### src/rtl/ps2_keyboard_receiver.sv
// rtl/ps2_keyboard_receiver.sv - PS/2 keyboard scan-code receiver with E0/F0 prefix decoding
module ps2_keyboard_receiver #(
  parameter int TIMEOUT_CYCLES = 50000,
  parameter int FILTER_LEN     = 4
) (
  input  logic       clk,
  input  logic       rst_n,
  input  logic       ps2_clk,
  input  logic       ps2_data,
  output logic [7:0] key_code,
  output logic       key_valid,
  output logic       key_released,
  output logic       key_extended,
  output logic       frame_error
);

  localparam int TW = $clog2(TIMEOUT_CYCLES + 1);

  typedef enum logic [1:0] {IDLE, DATA, PARITY, STOP} state_t;

  logic                  clk_meta_q, clk_sync_q, data_meta_q, data_sync_q;
  logic [FILTER_LEN-1:0] hist_q, hist_d;
  logic                  filt_q, filt_prev_q;
  logic                  fall;

  state_t                state_q, state_d;
  logic [2:0]            bit_cnt_q, bit_cnt_d;
  logic [7:0]            shift_q, shift_d;
  logic                  parity_q, parity_d;
  logic [TW-1:0]         tmo_q, tmo_d;
  logic                  e0_q, e0_d, f0_q, f0_d;
  logic [7:0]            code_q, code_d;
  logic                  valid_q, valid_d, rel_q, rel_d, ext_q, ext_d, ferr_q, ferr_d;

  // Synchronize both raw lines into clk; idle bus level is high.
  always_ff @(posedge clk or negedge rst_n) begin
    if (!rst_n) begin
      clk_meta_q  <= 1'b1;
      clk_sync_q  <= 1'b1;
      data_meta_q <= 1'b1;
      data_sync_q <= 1'b1;
    end else begin
      clk_meta_q  <= ps2_clk;
      clk_sync_q  <= clk_meta_q;
      data_meta_q <= ps2_data;
      data_sync_q <= data_meta_q;
    end
  end

  // Sample history including the current synchronized sample.
  always_comb begin
    hist_d    = hist_q << 1;
    hist_d[0] = clk_sync_q;
  end

  // Glitch filter: level changes only after FILTER_LEN equal samples in a row.
  always_ff @(posedge clk or negedge rst_n) begin
    if (!rst_n) begin
      hist_q      <= '1;
      filt_q      <= 1'b1;
      filt_prev_q <= 1'b1;
    end else begin
      hist_q      <= hist_d;
      filt_prev_q <= filt_q;
      if (hist_d == '1)      filt_q <= 1'b1;
      else if (hist_d == '0) filt_q <= 1'b0;
    end
  end

  assign fall = filt_prev_q & ~filt_q;

  // Frame FSM, timeout supervision and scan-code prefix decoding.
  always_comb begin
    state_d   = state_q;
    bit_cnt_d = bit_cnt_q;
    shift_d   = shift_q;
    parity_d  = parity_q;
    tmo_d     = '0;
    e0_d      = e0_q;
    f0_d      = f0_q;
    code_d    = code_q;
    ext_d     = ext_q;
    valid_d   = 1'b0;
    rel_d     = 1'b0;
    ferr_d    = 1'b0;
    case (state_q)
      IDLE: begin
        if (fall && !data_sync_q) begin
          state_d   = DATA;
          bit_cnt_d = 3'd0;
        end
      end
      DATA: begin
        if (fall) begin
          shift_d   = {data_sync_q, shift_q[7:1]};
          bit_cnt_d = bit_cnt_q + 3'd1;
          if (bit_cnt_q == 3'd7) state_d = PARITY;
        end
      end
      PARITY: begin
        if (fall) begin
          parity_d = data_sync_q;
          state_d  = STOP;
        end
      end
      STOP: begin
        if (fall) begin
          state_d = IDLE;
          if (data_sync_q && (^{shift_q, parity_q})) begin
            case (shift_q)
              8'hE0: e0_d = 1'b1;
              8'hF0: f0_d = 1'b1;
              8'hE1: begin
                e0_d = 1'b0;
                f0_d = 1'b0;
              end
              default: begin
                code_d  = shift_q;
                ext_d   = e0_q;
                rel_d   = f0_q;
                valid_d = ~f0_q;
                e0_d    = 1'b0;
                f0_d    = 1'b0;
              end
            endcase
          end else begin
            ferr_d = 1'b1;
            e0_d   = 1'b0;
            f0_d   = 1'b0;
          end
        end
      end
      default: state_d = IDLE;
    endcase
    // An abandoned partial frame overrides whatever the case above decided.
    if (state_q != IDLE && !fall) begin
      if (tmo_q == TW'(TIMEOUT_CYCLES - 1)) begin
        state_d = IDLE;
        ferr_d  = 1'b1;
        e0_d    = 1'b0;
        f0_d    = 1'b0;
      end else begin
        tmo_d = tmo_q + 1'b1;
      end
    end
  end

  // State and output registers.
  always_ff @(posedge clk or negedge rst_n) begin
    if (!rst_n) begin
      state_q   <= IDLE;
      bit_cnt_q <= 3'd0;
      shift_q   <= 8'h00;
      parity_q  <= 1'b0;
      tmo_q     <= '0;
      e0_q      <= 1'b0;
      f0_q      <= 1'b0;
      code_q    <= 8'h00;
      ext_q     <= 1'b0;
      valid_q   <= 1'b0;
      rel_q     <= 1'b0;
      ferr_q    <= 1'b0;
    end else begin
      state_q   <= state_d;
      bit_cnt_q <= bit_cnt_d;
      shift_q   <= shift_d;
      parity_q  <= parity_d;
      tmo_q     <= tmo_d;
      e0_q      <= e0_d;
      f0_q      <= f0_d;
      code_q    <= code_d;
      ext_q     <= ext_d;
      valid_q   <= valid_d;
      rel_q     <= rel_d;
      ferr_q    <= ferr_d;
    end
  end

  assign key_code     = code_q;
  assign key_valid    = valid_q;
  assign key_released = rel_q;
  assign key_extended = ext_q;
  assign frame_error  = ferr_q;

endmodule

### config.mk
export PLATFORM = sky130hd
export DESIGN_NAME = ps2_keyboard_receiver
export DESIGN_NICKNAME = d
export VERILOG_FILES = /design/src/rtl/ps2_keyboard_receiver.sv
export SDC_FILE = /design/constraint.sdc
export NUM_CORES = 1
export LEC_CHECK = 0
export ABC_AREA = 1
export CORE_ASPECT_RATIO = 1.25
export CORE_MARGIN = 2
export CORE_UTILIZATION = 63
export DETAILED_ROUTE_END_ITERATION = 10
export GPL_ROUTABILITY_DRIVEN = 0
export PLACE_DENSITY = 0.9
export SKIP_LAST_GASP = 1
export SLEW_MARGIN = 0
export SYNTH_ARGS = -nofsm -noshare
export SYNTH_HDL_FRONTEND = slang
export SYNTH_SLANG_ARGS = --single-unit
### constraint.sdc
create_clock -name clk -period 2.3 [get_ports clk]
set_input_delay 0.345 -clock clk [delete_from_list [all_inputs] [get_ports clk]]
set_output_delay 0.345 -clock clk [all_outputs]
set_load 0.1 [all_outputs]
-- Word level (Yosys, flattened, before mapping)
Index checks and enable logic that the tools add are counted.
- register bits after elaboration: 53
- memories: 0
- output and inout port bits: 12
- logic and storage cells: 92
- bits in latches: 0
- memory bits (read-only): 0
- input bits: 4
- RAM bits: 0
- $mul: 0
- reduce and logical (&&, ||, !) cells: 16
- bitwise gates (word level): 4
- order comparisons: 0
- multiplexer cells: 40
- divide/modulo/power cells: 0
- eq/ne operators: 11
- add/sub/neg operators: 2
- shifts and indexed selects: 0
- operators by type and width (operator ; count):
    $mux W16 ; 2
    $mux W1 ; 25
    $eq A8 B8 Y1 const B ; 3
    $add A16 B1 Y16 const B ; 1
    $eq A16 B16 Y1 const B ; 1
    $mux W2 ; 7
    $reduce_xor A9 Y1 ; 1
    $pmux W2 S4 ; 1
    $mux W3 ; 2
    $pmux W3 S2 ; 1
    $reduce_bool A2 Y1 ; 3
    $eq A2 B2 Y1 const B ; 2
    $eq A4 B4 Y1 const B ; 1
    $logic_not A4 Y1 ; 1
    $ne A2 B2 Y1 const B ; 2
    $pmux W1 S2 ; 2
    $reduce_and A2 Y1 ; 2
    $reduce_and A4 Y1 ; 1
    $add A3 B1 Y3 const B ; 1
    $eq A3 B3 Y1 const B ; 1
    $logic_and A1 B1 Y1 ; 3
    $not A1 Y1 ; 3
    $reduce_and A3 Y1 ; 1
    $reduce_or A3 Y1 ; 1
    4 further kinds ; 5

-- Longest topological paths before layout
Gate-level depths: netlist of run 1.
- depth in word-level cells: 7
- mapped depth: 13
- gate-level depth less buffers: 12

-- Worst setup path before layout of run 1
No wires, ideal clock.
- path type: register to register
- start point: reg filt_prev_q
- end point: reg code_q[3] (netlist: key_code[3])
- library setup time: 0.122 ns
- stages on the path, launching flop included: 9
- arrival: 1.414 ns
- buffers on the path: 1
- period minus slack after synthesis: 1.536 ns
- setup slack: 0.764 ns
- cell sequence: dfstp_2 > nand2_1 > nor2_8 > nand2_2 > a21oi_4 > nand3_4 > buf_6 > nand2_1 > nand2_1
- cells in the longest elaborated chain, start to end: 2
- ends and longest elaborated chain (item ; RTL line ; RTL):
    start: declaration ; 23 ; logic filt_q, filt_prev_q;
    start signal: assignment ; 64 ; filt_prev_q <= filt_q;
    $and A1 B1 Y1 ; 70 ; assign fall = filt_prev_q & ~filt_q;
    $reduce_and A4 Y1 (no line) ; - ;
    end signal: assignment ; 171 ; code_q <= code_d;
    end: declaration ; 32 ; logic [7:0] code_q, code_d;
Every way passes these cells.
A chain may end at the register's enable or synchronous reset.

-- Worst setup path in the final report of run 1
- start point: reg filt_q
- end point: reg tmo_q[7]
- cells in the longest elaborated chain, start to end: 5
- ends and longest elaborated chain (item ; RTL line ; RTL):
    start: declaration ; 23 ;
    start signal: assignment ; 60 ; filt_q <= 1'b1;
    start signal: assignment ; 65 ; if (hist_d == '1) filt_q <= 1'b1;
    start signal: assignment ; 66 ; else if (hist_d == '0) filt_q <= 1'b0;
    $not A1 Y1 ; 70 ;
    $and A1 B1 Y1 ; 70 ;
    $logic_not A1 Y1 ; 136 ; if (state_q != IDLE && !fall) begin
    $logic_and A1 B1 Y1 ; 136 ;
    $mux W16 ; 136 ;
    net tmo_d[7] ; 30 ; logic [TW-1:0] tmo_q, tmo_d;
    end signal: assignment ; 168 ; tmo_q <= tmo_d;
    end: declaration ; 30 ;
The timed path passes the listed nets, and every way through them passes these cells.

==> results of run 1 <==
report_power, final:
group	switching, mW	internal (mW)	leakage, nW
sequential	0.174	1.07	0.693
clock	0.297	0.210	0.0439
combinational	0.661	0.323	0.662
cells in the final DEF (no fill, tap or decap), types with 4 or more instances in the layout:
master,synthesis,layout
nand2_2,6,6
nand4_1,14,14
dfrtp_1,44,44
clkbuf_8,0,5
nor3_1,8,8
nand2_1,80,80
buf_4,0,14
nand3_1,21,21
nor2_1,26,26
dfstp_2,9,9
nor4_1,4,4
o21ai_0,18,18
inv_1,37,37
a21oi_1,6,6
what timing repair did:
| item | CTS | global route |
|---|---|---|
| hold buffers | 1 | 0 |
| endpoints found under the hold margin | 15 | 0 |
| resized for setup | 0 | 0 |
worst max-delay path: cells and delay by family (launching register included):
family,cells,cell delay (ps)
AND/OR/NAND/NOR,3,600
flip-flops,1,530
buffers and inverters,3,340
AO/OA/AOI/OAI,2,230
metal layers:
metal | GRT usage, % | wire length (um) | vias up | part of all wire, %
met2 | 40.4 | 2420 | 66 | 53
met4 | 11.6 | 91 | 0 | 2.0
li1 | - | - | 1023 | -
met1 | 24.7 | 1850 | 932 | 41
met3 | 4.30 | 199 | 9 | 4.4
met5 | 0 | 0 | - | 0
state kept, by name, indices dropped and copies added, names as in the netlist, 2 cells and up:
register	cells
bit_cnt_q	3
tmo_q	16
hist_q	3
key_code	8
state_q	2
shift_q	8
how the worst max path moves through the flow:
stage,start,to,slack (ps),cells after the start
finish,filt_q,tmo_q[7],540,8
CTS,filt_q,tmo_q[11],520,8
global route,filt_q,tmo_q[9],260,8
detailed placement,filt_q,tmo_q[11],530,8
floorplan,filt_prev_q,key_code[3],760,8
global placement,filt_q,tmo_q[12],600,8
per-stage QoR:
stage	hold slack, ps	cell area, um^2
floorplan	49.4	2560
CTS	363	2820
global placement	273	2730
detailed placement	276	2730
global route	369	2820
finish	361	2820
final cells by class:
cell class / instances / area [um^2]
timing repair buffer: 18 / 140
inverter: 40 / 150
multi-input combinational: 206 / 1040
clock inverter: 3 / 17.5
tap: 54 / 67.6
fill: 282 / 1030
clock buffer: 5 / 68.8
sequential: 53 / 1340
kinds of logic (layout without fill, tap and decap cells):
group,count (synthesis),in the layout
adders and majority gates,3,3
xor gates and xnor gates,4,4
and+or+nand+nor,168,168
AOI/OAI and AO/OA,31,31
DFF,53,53
buffers and inverters,45,66
cell usage after synthesis (3+ instances only):
library cell / number / area share (%)
a21oi_1: 6 / 1.2
clkbuf_1: 3 / 0.44
dfrtp_1: 44 / 43
dfstp_2: 9 / 9.2
ha_1: 3 / 1.5
inv_1: 37 / 5.4
inv_2: 3 / 0.44
nand2_1: 80 / 12
nand2_2: 6 / 1.5
nand3_1: 21 / 4.1
nand4_1: 14 / 3.4
nor2_1: 26 / 3.8
nor2_2: 3 / 0.73
nor3_1: 8 / 1.6
nor4_1: 4 / 0.98
o21ai_0: 18 / 3.5
==> impl_metrics.tcl, run 1 <==
set metrics [dict create \
    status "complete, no violations" \
    timing.rr.start "filt_q" \
    yosys.area_share.simple_pct 30.7 \
    yosysWarnings 0 \
    final-setup-viol-count 0 \
    grt_usage_pct 22.6 \
    fin_nets 331 \
    post_cts_buffers 0 \
    cp-start-kind "register" \
    dieWidth_um 61.0 \
    hold_class "reg2reg" \
    power.leakage_nw 1.40 \
    hold_viol 0 \
    critPathKind "reg2reg" \
    clockBufferDepth 2 \
    rsz0062_at_grt "no" \
    powerDensity_nw_per_um2 970 \
    crit_fanout 9 \
    max_slew.worst_pin.slew_ps 545 \
    dieArea_um2 4590 \
    timing.rr.end "tmo_q[7]" \
    clock_latency_ps 310 \
    first_pass_iters 4 \
    synthAdderAreaFrac_pct 1.47 \
    synth_top_family_by_area "simple AND/OR/NAND/NOR gates" \
    timing.final.crit_share_pct 76.5 \
    dp_worst_setup_slack_ps 525 \
    portBuffers 15 \
    dp.cells 370 \
    drive_gt1_share_pct 15.1 \
    setup_ws_ps 539 \
    worstHoldStart "clk_meta_q" \
    synth-xor-area-share_pct 1.37 \
    cap_viol_max_count 0 \
    synth_compound_area_share_pct 7.08 \
    ant_nets 0 \
    syn-cell-area_um2 2560 \
    synth.area.mux_share_pct 0 \
    endpoint_kind "register" \
    grt_pass1_vias 1975 \
    syn_inst 304 \
    final_max_slew_viol_count 0 \
    antenna_found_initial 0 \
    ys.flop_type "dfrtp_1" \
    worstPathArrival_ps 2000 \
    async_flop_share_pct 100 \
    synth-edff-count 0 \
    ir_worst_vdd_mv 0.657 \
    fin_cells 379 \
    fmax_mhz 568 \
    clk_pin_slew_worst_paths_ps 90 \
    worst_path_largest_cell_delay_ps 530 \
    synth_seq_cells 53 \
    grt_overflow 0 \
    start_util_pct 66.6 \
    cp_cell_sequence "inv_1 -> nand2_1 -> inv_1 -> nor2_1 -> nand2_1 -> inv_1 -> o21ai_0 -> a21oi_1" \
    final_util_pct 73.3 \
    tns_ps 0 \
    cp.required_ps 2540 \
    syn_area_per_cell_um2 8.43 \
    initialDrtViolationCount 112 \
    cp_common_cell "inv_1" \
    htree_levels 2 \
    wl_per_cell_um 12.1 \
    power_mw 2.74 \
    rrSetupSlack_ps 540 \
    min_period_ps 1760 \
    hold_end "clk_sync_q" \
    fp-row-count 25 \
    antenna-diode-count 0 \
    boundaryPins 16 \
    clock_skew_ps 7.99 \
    syn-num-nets 311 \
    vias 2030 \
    cts_buffers 5 \
    cts_tree "done" \
    drt-total-wl_um 4570 \
    core_um2 3850 \
    ys_types 29 \
    cts.sinks 53 \
    crit_slowest_cell "dfstp_2" \
    routed_via_density 5.36 \
    grt_pass1_wl_um 7790 \
    yosysSeqAreaShare_pct 52.2 \
    relSlewSlack_pct 63.6 \
    drc 0 \
    reg2reg_depth 8 \
    root_buffer "clkbuf_8" \
    grt_max_degree 22 \
    die-height_um 75.3 \
    hpwlAfterDp_um 3430 \
    area_growth_pct 10.2 \
    holdPathStages 0 \
]
Power figures use the tool's default switching activity.
==> inputs of run 2 (changes only) <==
--- a/config.mk
+++ b/config.mk
@@ -8,10 +8,10 @@
 export ABC_AREA = 1
 export CORE_ASPECT_RATIO = 1.25
 export CORE_MARGIN = 2
-export CORE_UTILIZATION = 63
+export CORE_UTILIZATION = 53
 export DETAILED_ROUTE_END_ITERATION = 10
 export GPL_ROUTABILITY_DRIVEN = 0
-export PLACE_DENSITY = 0.9
+export PLACE_DENSITY = 0.81
 export SKIP_LAST_GASP = 1
 export SLEW_MARGIN = 0
 export SYNTH_ARGS = -nofsm -noshare
==> constraint.sdc (replaced) <==
create_clock -name clk -period 1.55 [get_ports clk]
set_input_delay 0.2325 -clock clk [delete_from_list [all_inputs] [get_ports clk]]
set_output_delay 0.2325 -clock clk [all_outputs]
set_load 0.1 [all_outputs]
==> impl_metrics.tcl, run 2 (same netlist as run 1, synthesis figures left out) <==
set metrics [dict create \
    final_cell_mix "56 x nand2_1, 40 x dfrtp_1, 32 x inv_1" \
    relSlewSlack_pct 75.8 \
    portBuffers 15 \
    top_register "tmo_q" \
    hpwlAfterDp_um 3870 \
    cts_buffers 5 \
    critPathKind "reg2reg" \
    powerDensity_nw_per_um2 1540 \
    wl_per_cell_um 15.3 \
    multi_input_area_um2 1230 \
    htree_levels 2 \
    fillers 291 \
    crit_fanout 5 \
    cts.sinks 53 \
    first_pass_iters 4 \
    fin_nets 361 \
    dieWidth_um 66.2 \
    violations "setup timing" \
    startpoint "shift_q[5]" \
    status "finished with violations" \
    grt_pass1_wl_um 9740 \
    dieArea_um2 5410 \
    fmax_mhz 627 \
    grt_pass1_vias 2265 \
    vias 2299 \
    worstPathArrival_ps 1790 \
    hold_class "in2reg" \
    crit_slowest_cell "dfrtp_2" \
    clock_latency_ps 310 \
    swShare_pct 40.8 \
    cts_tree "done" \
    drc 0 \
    cp.required_ps 1750 \
    worstHoldStart "ps2_clk" \
    grt_usage_pct 23.4 \
    root_buffer "clkbuf_8" \
    clock_skew_ps 13.7 \
    power_mw 5.38 \
    grt_max_degree 54 \
    boundaryPins 16 \
    layout_commonest_cell "nand2_1" \
    antenna_found_initial 0 \
    final_max_slew_viol_count 0 \
    clk_pin_slew_worst_paths_ps 100 \
    hold_viol 0 \
    core_um2 4690 \
    seqPwrFrac_pct 34.9 \
    final-setup-viol-count 7 \
    worst_path_largest_cell_delay_ps 470 \
    internal-power_mw 3.18 \
    regArea_um2 1340 \
    fp-row-count 28 \
    timing.rr.start "shift_q[5]" \
    die-height_um 81.7 \
    antenna-diode-count 0 \
    clockBufferDepth 2 \
    start_util_pct 54.6 \
    routed_via_density 5.54 \
    combPwrFrac_pct 47.0 \
    cp_cell_sequence "nand2_4 -> buf_6 -> nor2_2 -> nand4_1 -> nand2_2 -> a21oi_4 -> buf_12 -> buf_12 -> nand4_1 -> nand2_2" \
    final_util_pct 74.5 \
    initialDrtViolationCount 119 \
    grt_overflow 0 \
    cp-start-kind "register" \
    drt-total-wl_um 6340 \
    timing.final.crit_share_pct 103 \
    cap_viol_max_count 0 \
    min_period_ps 1590 \
    endpoint_kind "register" \
    drive_gt1_share_pct 36.3 \
    largest_reg_flops 16 \
    power_frac_clock_pct 18.1 \
    ir_worst_vdd_mv 1.00 \
    ant_nets 0 \
    max_slew.worst_pin.slew_ps 360 \
    setup_ws_ps -44.5 \
    rsz0062_at_grt "yes" \
    p_sw_mw 2.20 \
    area_growth_pct 36.5 \
    power.leakage_nw 1.63 \
]
-- run 2: changes by cell type in the layout (fill, tap and decap cells not counted), sizes merged --
cell    delta
nand3      +1
clkinv     -2
clkbuf     +2
buf       +28
bufinv     +1
-- run 2: cell type report --
| cell class | count | share of cell area (%) |
|---|---|---|
| flip-flops and latches | 53 | 38.4 |
| multi-input cells | 207 | 35.2 |
| repair buffers | 47 | 16.5 |
| inverters | 40 | 4.29 |
| clock buffers | 6 | 2.36 |
| well taps | 60 | 2.15 |
| clock inverters | 2 | 1.07 |
-- run 2: layer usage --
metal | wire [um] | global-route usage (%)
met5 | 0 | 0
met4 | 232 | 11.6
met3 | 278 | 4.25
met2 | 3510 | 42.9
met1 | 2310 | 25.7
-- run 2: critical path: cells and delay by family, from the launching register on --
family	cells	cell delay (ps)
flops	1	470
buf+inv	3	390
simple gates	6	580
compound gates	1	40
-- run 2: power groups by stage --
stage / combinational (mW) / sequential, mW / clock [mW]
after floorplan: 1.19 / 1.85 / 0
after global routing: 2.76 / 1.90 / 1.05
final: 2.53 / 1.88 / 0.972
after global placement: 1.75 / 1.82 / 0
after CTS: 2.04 / 1.81 / 0.990
after detailed placement: 1.85 / 1.83 / 0
-- run 2: per-stage QoR --
| stage | TNS, ps | setup WS, ps | hold slack, ps | area [um^2] | std cells |
|---|---|---|---|---|---|
| 6_report | -139 | -44.5 | 324 | 3500 | 415 |
| 5_1_grt | -1340 | -132 | 311 | 3500 | 415 |
| 4_1_cts | -6.61 | -3.60 | 315 | 3240 | 407 |
| 3_5_place_dp | -101 | -27.2 | 246 | 3040 | 393 |
| 3_3_place_gp | 0 | 18.4 | 243 | 3040 | 393 |
| 2_1_floorplan | 0 | 13.9 | -63.1 | 2560 | 304 |
-- run 2: path summary, 6_finish.rpt --
path	cells after the start	to	slack [ps]
setup / recovery	10	key_code[4]	-40
hold / removal	1	clk_meta_q	320
setup reg to reg	10	key_code[4]	-40
hold reg to reg	0	clk_sync_q	360
max in group asynchronous	3	hist_q[2]	830
min in group asynchronous	3	key_code[7]	440
-- run 2: timing repair --
action | 4_1_cts | 5_1_grt
endpoints found under the hold margin | 44 | 0
pin swaps | 7 | 22
gates cloned | 1 | 1
setup buffers | 4 | 7
gates resized for setup | 11 | 53
setup endpoints to repair | 17 | 34
hold buffers | 1 | 0
==> inputs of run 3 (changes only) <==
--- a/config.mk
+++ b/config.mk
@@ -11,7 +11,8 @@
 export CORE_UTILIZATION = 53
 export DETAILED_ROUTE_END_ITERATION = 10
 export GPL_ROUTABILITY_DRIVEN = 0
-export PLACE_DENSITY = 0.81
+export PLACE_DENSITY = 0.83
+export SKIP_CTS_REPAIR_TIMING = 1
 export SKIP_LAST_GASP = 1
 export SLEW_MARGIN = 0
 export SYNTH_ARGS = -nofsm -noshare
==> impl_metrics.tcl, run 3 (same netlist as run 1, synthesis figures left out) <==
set metrics [dict create \
    status "finished with violations" \
    violations "setup timing" \
    grt_pass1_wl_um 8690 \
    hold_class "in2reg" \
    largest_reg_flops 16 \
    critPathKind "reg2reg" \
    grt_overflow 0 \
    antenna_found_initial 0 \
    power.leakage_nw 1.56 \
    fmax_mhz 621 \
    grt_max_degree 54 \
    dieWidth_um 66.2 \
    area_growth_pct 28.7 \
    hpwlAfterDp_um 3850 \
    top_register "tmo_q" \
    worstHoldStart "ps2_clk" \
    final_util_pct 70.2 \
    rrSetupSlack_ps -60 \
    boundaryPins 16 \
    grt_usage_pct 21.4 \
    fin_nets 355 \
    routed_via_density 5.27 \
    grt_pass1_vias 2043 \
    timing.rr.start "shift_q[2]" \
    timing.final.crit_share_pct 104 \
    ir_worst_vdd_mv 0.828 \
    timing.rr.end "key_code[0]" \
    cts_buffers 5 \
    tns_ps -367 \
    drc 0 \
    cap_viol_max_count 0 \
    cp.required_ps 1740 \
    hold_end "clk_meta_q" \
    dieArea_um2 5410 \
    core_um2 4690 \
    wl_per_cell_um 13.2 \
    clock_latency_ps 310 \
    reg2reg_depth 8 \
    holdPathStages 1 \
    start_util_pct 54.6 \
    first_pass_iters 4 \
    drt-total-wl_um 5380 \
    initialDrtViolationCount 82 \
    min_period_ps 1610 \
    final_max_slew_viol_count 0 \
    rsz0062_at_grt "yes" \
    clockBufferDepth 2 \
    vias 2157 \
    max_slew.worst_pin.slew_ps 288 \
    portBuffers 15 \
    dp_worst_setup_slack_ps -25.2 \
    powerDensity_nw_per_um2 1440 \
    hold_slack_ps 324 \
    worstPathArrival_ps 1800 \
    root_buffer "clkbuf_8" \
    ant_nets 0 \
    cts_tree "done" \
    cts.sinks 53 \
    final-setup-viol-count 9 \
    endpoint_kind "register" \
    hold_viol 0 \
    relSlewSlack_pct 80.6 \
    fp-row-count 28 \
    die-height_um 81.7 \
    antenna-diode-count 0 \
    crit_fanout 6 \
    final_cell_mix "67 x nand2_1, 42 x dfrtp_1, 35 x inv_1" \
    cp-start-kind "register" \
    layout_commonest_cell "nand2_1" \
    setup_ws_ps -60.0 \
    power_mw 4.74 \
    clk_pin_slew_worst_paths_ps 90 \
    clock_skew_ps 12.7 \
    drive_gt1_share_pct 27.8 \
    htree_levels 2 \
]
## run 3: critical path: stages, from the launching register on
cell and delay (ps):
dfrtp_1 490, nor2_1 90, nand3_1 100, nor2_1 70
buf_4 150, a21oi_4 270, nand3_4 170, nand2_1 100
nand2_1 50
## run 3: how the worst max path moves through the flow
stage | endpoint | slack (ps) | startpoint | depth (start not counted)
3_5_place_dp | key_code[4] | -30 | shift_q[6] | 12
6_report | key_code[0] | -60 | shift_q[2] | 8
2_1_floorplan | key_code[3] | 10 | filt_prev_q | 8
5_1_grt | key_code[4] | -140 | filt_prev_q | 8
4_1_cts | tmo_q[7] | -40 | tmo_q[0] | 8
3_3_place_gp | tmo_q[7] | 40 | tmo_q[0] | 8
## run 3: per-stage QoR
step                      std cells  instance area, um^2
final                           409                 3300
after global routing            409                 3300
after CTS                       401                 3110
after detailed placement        393                 3020
after global placement          393                 3020
after floorplan                 304                 2560
## run 3: area by class of cell
type                            count  area (um^2)
Multi-Input combinational cell    207         1150
Inverter                           40          150
Tap cell                           60         75.1
Sequential cell                    53         1340
Clock buffer                        8         90.1
Fill cell                         334         1400
Timing Repair Buffer               41          494
## run 3: report_power, final
| part | switching, mW | internal, mW |
|---|---|---|
| registers | 0.236 | 1.60 |
| logic | 1.26 | 0.857 |
| clock network | 0.418 | 0.365 |
## run 3: per-layer routing
layer | wire, um | track usage (%)
met1 | 2120 | 24.3
met2 | 2930 | 38.8
met3 | 217 | 4.66
met4 | 109 | 8.57
met5 | 0 | 0
==> variant 1: new RTL, flow settings as in run 3 <==
Encoding of `state_t`: now one-hot (4 bits for 4 states).
--- a/src/rtl/ps2_keyboard_receiver.sv
+++ b/src/rtl/ps2_keyboard_receiver.sv
@@ -17,5 +17,5 @@
   localparam int TW = $clog2(TIMEOUT_CYCLES + 1);
 
-  typedef enum logic [1:0] {IDLE, DATA, PARITY, STOP} state_t;
+  typedef enum logic [3:0] {IDLE = 4'b0001, DATA = 4'b0010, PARITY = 4'b0100, STOP = 4'b1000} state_t;
 
   logic                  clk_meta_q, clk_sync_q, data_meta_q, data_sync_q;
Behaviour: same outputs for any inputs over 10 cycles, from zero or initial values and one cycle with rst_n low; not proved beyond that.
==> variant 1 against run 3 <==
The flow still finishes with violations (negative setup slack); sequential cell count grew 2; wire length up 30%; setup slack worse by 0.011 ns; final area rose by 11%; cell count up 3.7%; synthesized cell count fell by 0.99%; synthesized area up 2.1%.
Power is not compared: it rests on default switching activity, and its combinational part moved more than twofold at a synthesized area within 25%.
==> variant 1: results (changes against run 3) <==
| Metric | Value |
|---|---|
| Status | finished, violations left (unchanged) |
| Failing checks | negative setup slack (unchanged) |
| Vias | 2,389 (was 2,157) |
| Leak pwr | 1.72 nW |
| Initial antenna violation count | 0 (unchanged) |
| DP Wirelength | 4.06 mm (was 3.85 mm) |
| # diodes | 0 (unchanged) |
| NumNets Final | 370 (was 355) |
| Fraction of layout cells with a size suffix above 1 | 37.6% (was 27.8%) |
| Asr flop ratio synth | 100% (unchanged) |
| Setup tns final | -0.453 ns (was -0.367 ns) |
| CTS Root Cell | clkbuf_8 (unchanged) |
| Worst Hold End | data_meta_q$_DFF_PN1_ (was clk_meta_q$_DFF_PN1_) |
| Total global-route track usage | 22.9% (was 21.4%) |
| Final WL | 6.98 mm (was 5.38 mm) |
| CTS buffer count | 5 (unchanged) |
| Post-synth EDFFs | 0 (unchanged) |
| Worst reg2reg path endpoint | state_q[3]$_DFF_PN0_ (was key_code[0]$_DFFE_PN0P_) |
| Synth cell count leaders | 65 x nand2_1, 45 x dfrtp_1, 43 x inv_1, 31 x nor2_1, 19 x o21ai_0 (was 80 x nand2_1, 44 x dfrtp_1, 37 x inv_1, 26 x nor2_1, 21 x nand3_1) |
| Netlist cell types | 33 (was 29) |
| Crit-path max FO | 3 (was 6) |
| Maximum VDD drop | 0.816 mV |
| Top post-synthesis cells by area | dfrtp_1 43%, dfstp_2 10%, nand2_1 9.3%, inv_1 6.2%, nor2_1 4.4% (was dfrtp_1 43%, nand2_1 12%, dfstp_2 9.2%, inv_1 5.4%, nand3_1 4.1%) |
| Htree depth | 2 (unchanged) |
| Met2 wire len | 3.73 mm (was 2.93 mm) |
| Net Count, Synth | 308 (was 311) |
| PortBufs | 15 (unchanged) |
| Worst R2R Path Depth | 5 (was 8) |
| Worst-Skew Late Latency | 0.32 ns |
| Hold_sp | ps2_data (was ps2_clk) |
| Vias in the first global route | 2,184 (was 2,043) |
| Met3 wire len | 348 µm (was 217 µm) |
| Final number of setup-violating endpoints | 12 (was 9) |
| Largest net degree at the start of global routing | 56 (was 54) |
| P_sw | 1.05 mW |
| Drt first pass iters | 5 (was 4) |
| Critical Path AT | 1.88 ns (was 1.80 ns) |
| First-pass GRT wire length | 9.63 mm (was 8.69 mm) |
| DRT iter0 DRCs | 184 (was 82) |
| YS warnings | 0 (unchanged) |
| Tightest Pin Transition | 0.678 ns (was 0.288 ns) |
| Hold path depth | 1 (unchanged) |
| RR Startpoint | state_q[1]$_DFF_PN0_ (was shift_q[2]$_DFFE_PN0P_) |
| Final worst slack | -0.0711 ns (was -0.0600 ns) |
| CTS Buffer Depth | 2 (unchanged) |
| Wl on met1 | 2.57 mm (was 2.12 mm) |
| Largest register FFs | 16 (unchanged) |
| CTS clk-pin slew, worst paths | 0.10 ns |
| Top sig layer | met4 (unchanged) |
| Clk_skew | 0.0143 ns (was 0.0127 ns) |
| Post-synthesis sequential area ratio | 53.1% (was 52.2%) |
| Hold Crit Class | input port to register (unchanged) |
==> variant 1: cell types whose count changed in the layout (fill, tap and decap cells not counted), sizes merged, moves of 2 or more <==
cell,run 3,this run
a31oi,2,0
nand3,24,22
xor2,2,4
a22oi,0,2
inv,40,45
clkbuf,8,5
nand2,87,75
o21ai,18,20
buf,38,54
a21oi,7,5
nor2,30,36
==> variant 1: cells by family after synthesis <==
family	after synthesis	synth area share, %
simple gates	158	29.3
flops	55	53.1
buf+inv	47	7.03
compound gates	31	6.74
xor+xnor	6	2.01
fa+ha+maj	3	1.43
mux	1	0.383
==> variant 1: worst max path at each step <==
stage | start | to | cells past startpoint
after floorplan | filt_prev_q$_DFF_PN1_ | key_code[1]$_DFFE_PN0P_ | 8
after global placement | shift_q[4]$_DFFE_PN0P_ | key_code[4]$_DFFE_PN0P_ | 12
after detailed placement | shift_q[4]$_DFFE_PN0P_ | key_code[5]$_DFFE_PN0P_ | 12
after CTS | shift_q[4]$_DFFE_PN0P_ | key_code[0]$_DFFE_PN0P_ | 12
after global routing | tmo_q[0]$_DFF_PN0_ | tmo_q[14]$_DFF_PN0_ | 7
final | state_q[1]$_DFF_PN0_ | state_q[3]$_DFF_PN0_ | 5
==> variant 1: metrics by stage <==
stage / worst slack [ns] / instance area [µm²] / std cells / hold WS [ns] / power (mW)
floorplan: 0.0495 / 2620 / 301 / -0.0631 / 1.96
global placement: -0.0273 / 3130 / 397 / 0.245 / 2.20
detailed placement: -0.121 / 3130 / 397 / 0.254 / 2.25
CTS: -0.141 / 3250 / 405 / -0.0937 / 3.21
global route: -0.157 / 3650 / 424 / 0.314 / 3.54
finish: -0.0711 / 3650 / 424 / 0.310 / 3.41
==> variant 1: layout make-up <==
type                       count  area, µm²
tap                           60       75.1
inverter                      44        170
fill                         274       1080
sequential                    55       1400
multi-input combinational    200       1280
clock inverter                 3       46.3
clock buffer                   5       68.8
timing repair buffer          57        609
==> variant 1: routing by layer <==
layer	up-vias	track usage [%]
met2	100	42.2
met1	1156	25.7
met4	0	9.39
met3	36	4.20
li1	1097	-
met5	-	0
==> variant 1: critical path: stages, from the launching register on <==
cell and delay (ns):
dfrtp_1 0.41, nor4_1 0.63, nand2_1 0.19, o21ai_0 0.15, nand2_1 0.11, inv_1 0.08
==> variant 1: power groups by stage <==
stage / Sequential [mW] / Clock, mW / Combinational [mW]
after floorplan: 1.61 / 0 / 0.344
after global placement: 1.62 / 0 / 0.589
after detailed placement: 1.62 / 0 / 0.623
after CTS: 1.60 / 0.982 / 0.631
after global routing: 1.63 / 1.04 / 0.875
final: 1.62 / 0.972 / 0.817
==> variant 2: new RTL, flow settings as in run 3 <==
Made on the original files. Change the parameter `TIMEOUT_CYCLES` from 50000 to 25000.
--- a/src/rtl/ps2_keyboard_receiver.sv
+++ b/src/rtl/ps2_keyboard_receiver.sv
@@ -1,5 +1,5 @@
 // rtl/ps2_keyboard_receiver.sv - PS/2 keyboard scan-code receiver with E0/F0 prefix decoding
 module ps2_keyboard_receiver #(
-  parameter int TIMEOUT_CYCLES = 50000,
+  parameter int TIMEOUT_CYCLES = 25000,
   parameter int FILTER_LEN     = 4
 ) (
Formal check against the unedited RTL: same outputs for any inputs over 10 cycles, from zero or initial values and one cycle with rst_n low; that may be too few to reach the edited logic, so the function may still have changed.
==> variant 2 against run 3 <==
The run still ends with negative setup slack left; synthesized area fell by 6.1%; setup slack got worse by 0.026 ns; sequential cell count fell by 1; combinational power rose by 8%; wire length rose by 2.8%; via count fell by 0.83%; final area fell by 2.7%; total power rose by 3.7%; synthesized cell count fell by 4.6%; first-iteration DRC count rose by 20%; critical path type unchanged.
==> variant 2: results (changes against run 3) <==
| Metric | Value |
|---|---|
| Failing checks | negative setup slack (unchanged) |
| First-pass GRT wire length | 8.40 mm (was 8.69 mm) |
| Met1 usage | 23.3% (was 24.3%) |
| Tightest Pin Transition | 0.443 ns (was 0.288 ns) |
| Fraction of layout cells with a size suffix above 1 | 32.4% (was 27.8%) |
| NumNets Final | 339 (was 355) |
| Fin Hold WS | 0.320 ns (was 0.324 ns) |
| Largest net degree at the start of global routing | 35 (was 54) |
| Cells after synthesis | 290 (was 304) |
| CTS clk-pin slew, worst paths | 0.11 ns (was 0.09 ns) |
| Met2 Use GR | 39.2% (was 38.8%) |
| Status | finished, violations left (unchanged) |
| Wl on met1 | 2.09 mm (was 2.12 mm) |
| Netlist cell types | 23 (was 29) |
| Final worst slack | -0.0856 ns (was -0.0600 ns) |
| Met3 Track Usage GR | 3.97% (was 4.66%) |
| Fill cells | 287 (was 334) |
| DP Worst Slack | -0.0665 ns (was -0.0252 ns) |
| Worst reg2reg path endpoint | key_extended$_DFFE_PN0P_ (was key_code[0]$_DFFE_PN0P_) |
| Final number of setup-violating endpoints | 10 (was 9) |
| DRT iter0 DRCs | 98 (was 82) |
| Setup tns final | -0.499 ns (was -0.367 ns) |
| Drt via density | 5.47 (was 5.27) |
| Clk_skew | 0.0112 ns (was 0.0127 ns) |
| Dpl cells | 377 (was 393) |
| Vias | 2,139 (was 2,157) |
| Met2 wire len | 3.15 mm (was 2.93 mm) |
| Post-placement cell area | 0.00287 mm² (was 0.00302 mm²) |
| Top post-synthesis cells by area | dfrtp_1 45%, nand2_1 13%, dfstp_2 9.8%, inv_1 5.3%, nor2_1 4.8% (was dfrtp_1 43%, nand2_1 12%, dfstp_2 9.2%, inv_1 5.4%, nand3_1 4.1%) |
variant 2: cell count changes in the layout (fill, tap and decap cells not counted), moves of 3 or more:
cell	run 3	this run
nor2_2	5	8
nand2_1	67	62
inv_1	35	30
nand3_1	19	13
nor4_1	4	1
buf_6	5	1
variant 2: final cells by class:
cell class	count	area (µm²)	share of cell area (%)
flip-flops and latches	52	1320	41.0
repair buffers	38	464	14.5
well taps	58	72.6	2.26
clock inverters	3	26.3	0.819
clock buffers	5	68.8	2.14
inverters	35	131	4.09
multi-input cells	200	1130	35.2
variant 2: kinds of logic (layout without fill, tap and decap cells):
group	after synthesis	in the layout	share of synthesized area, %
fa+ha+maj	3	3	1.56
buf+inv	39	81	6.40
simple gates	164	165	29.6
flops	52	52	54.6
xor+xnor	3	3	1.09
compound gates	29	29	6.76
variant 2: power by group:
group / switching, mW / internal (mW) / total [mW]
registers: 0.247 / 1.58 / 1.83
logic: 1.38 / 0.907 / 2.28
clock network: 0.474 / 0.330 / 0.804
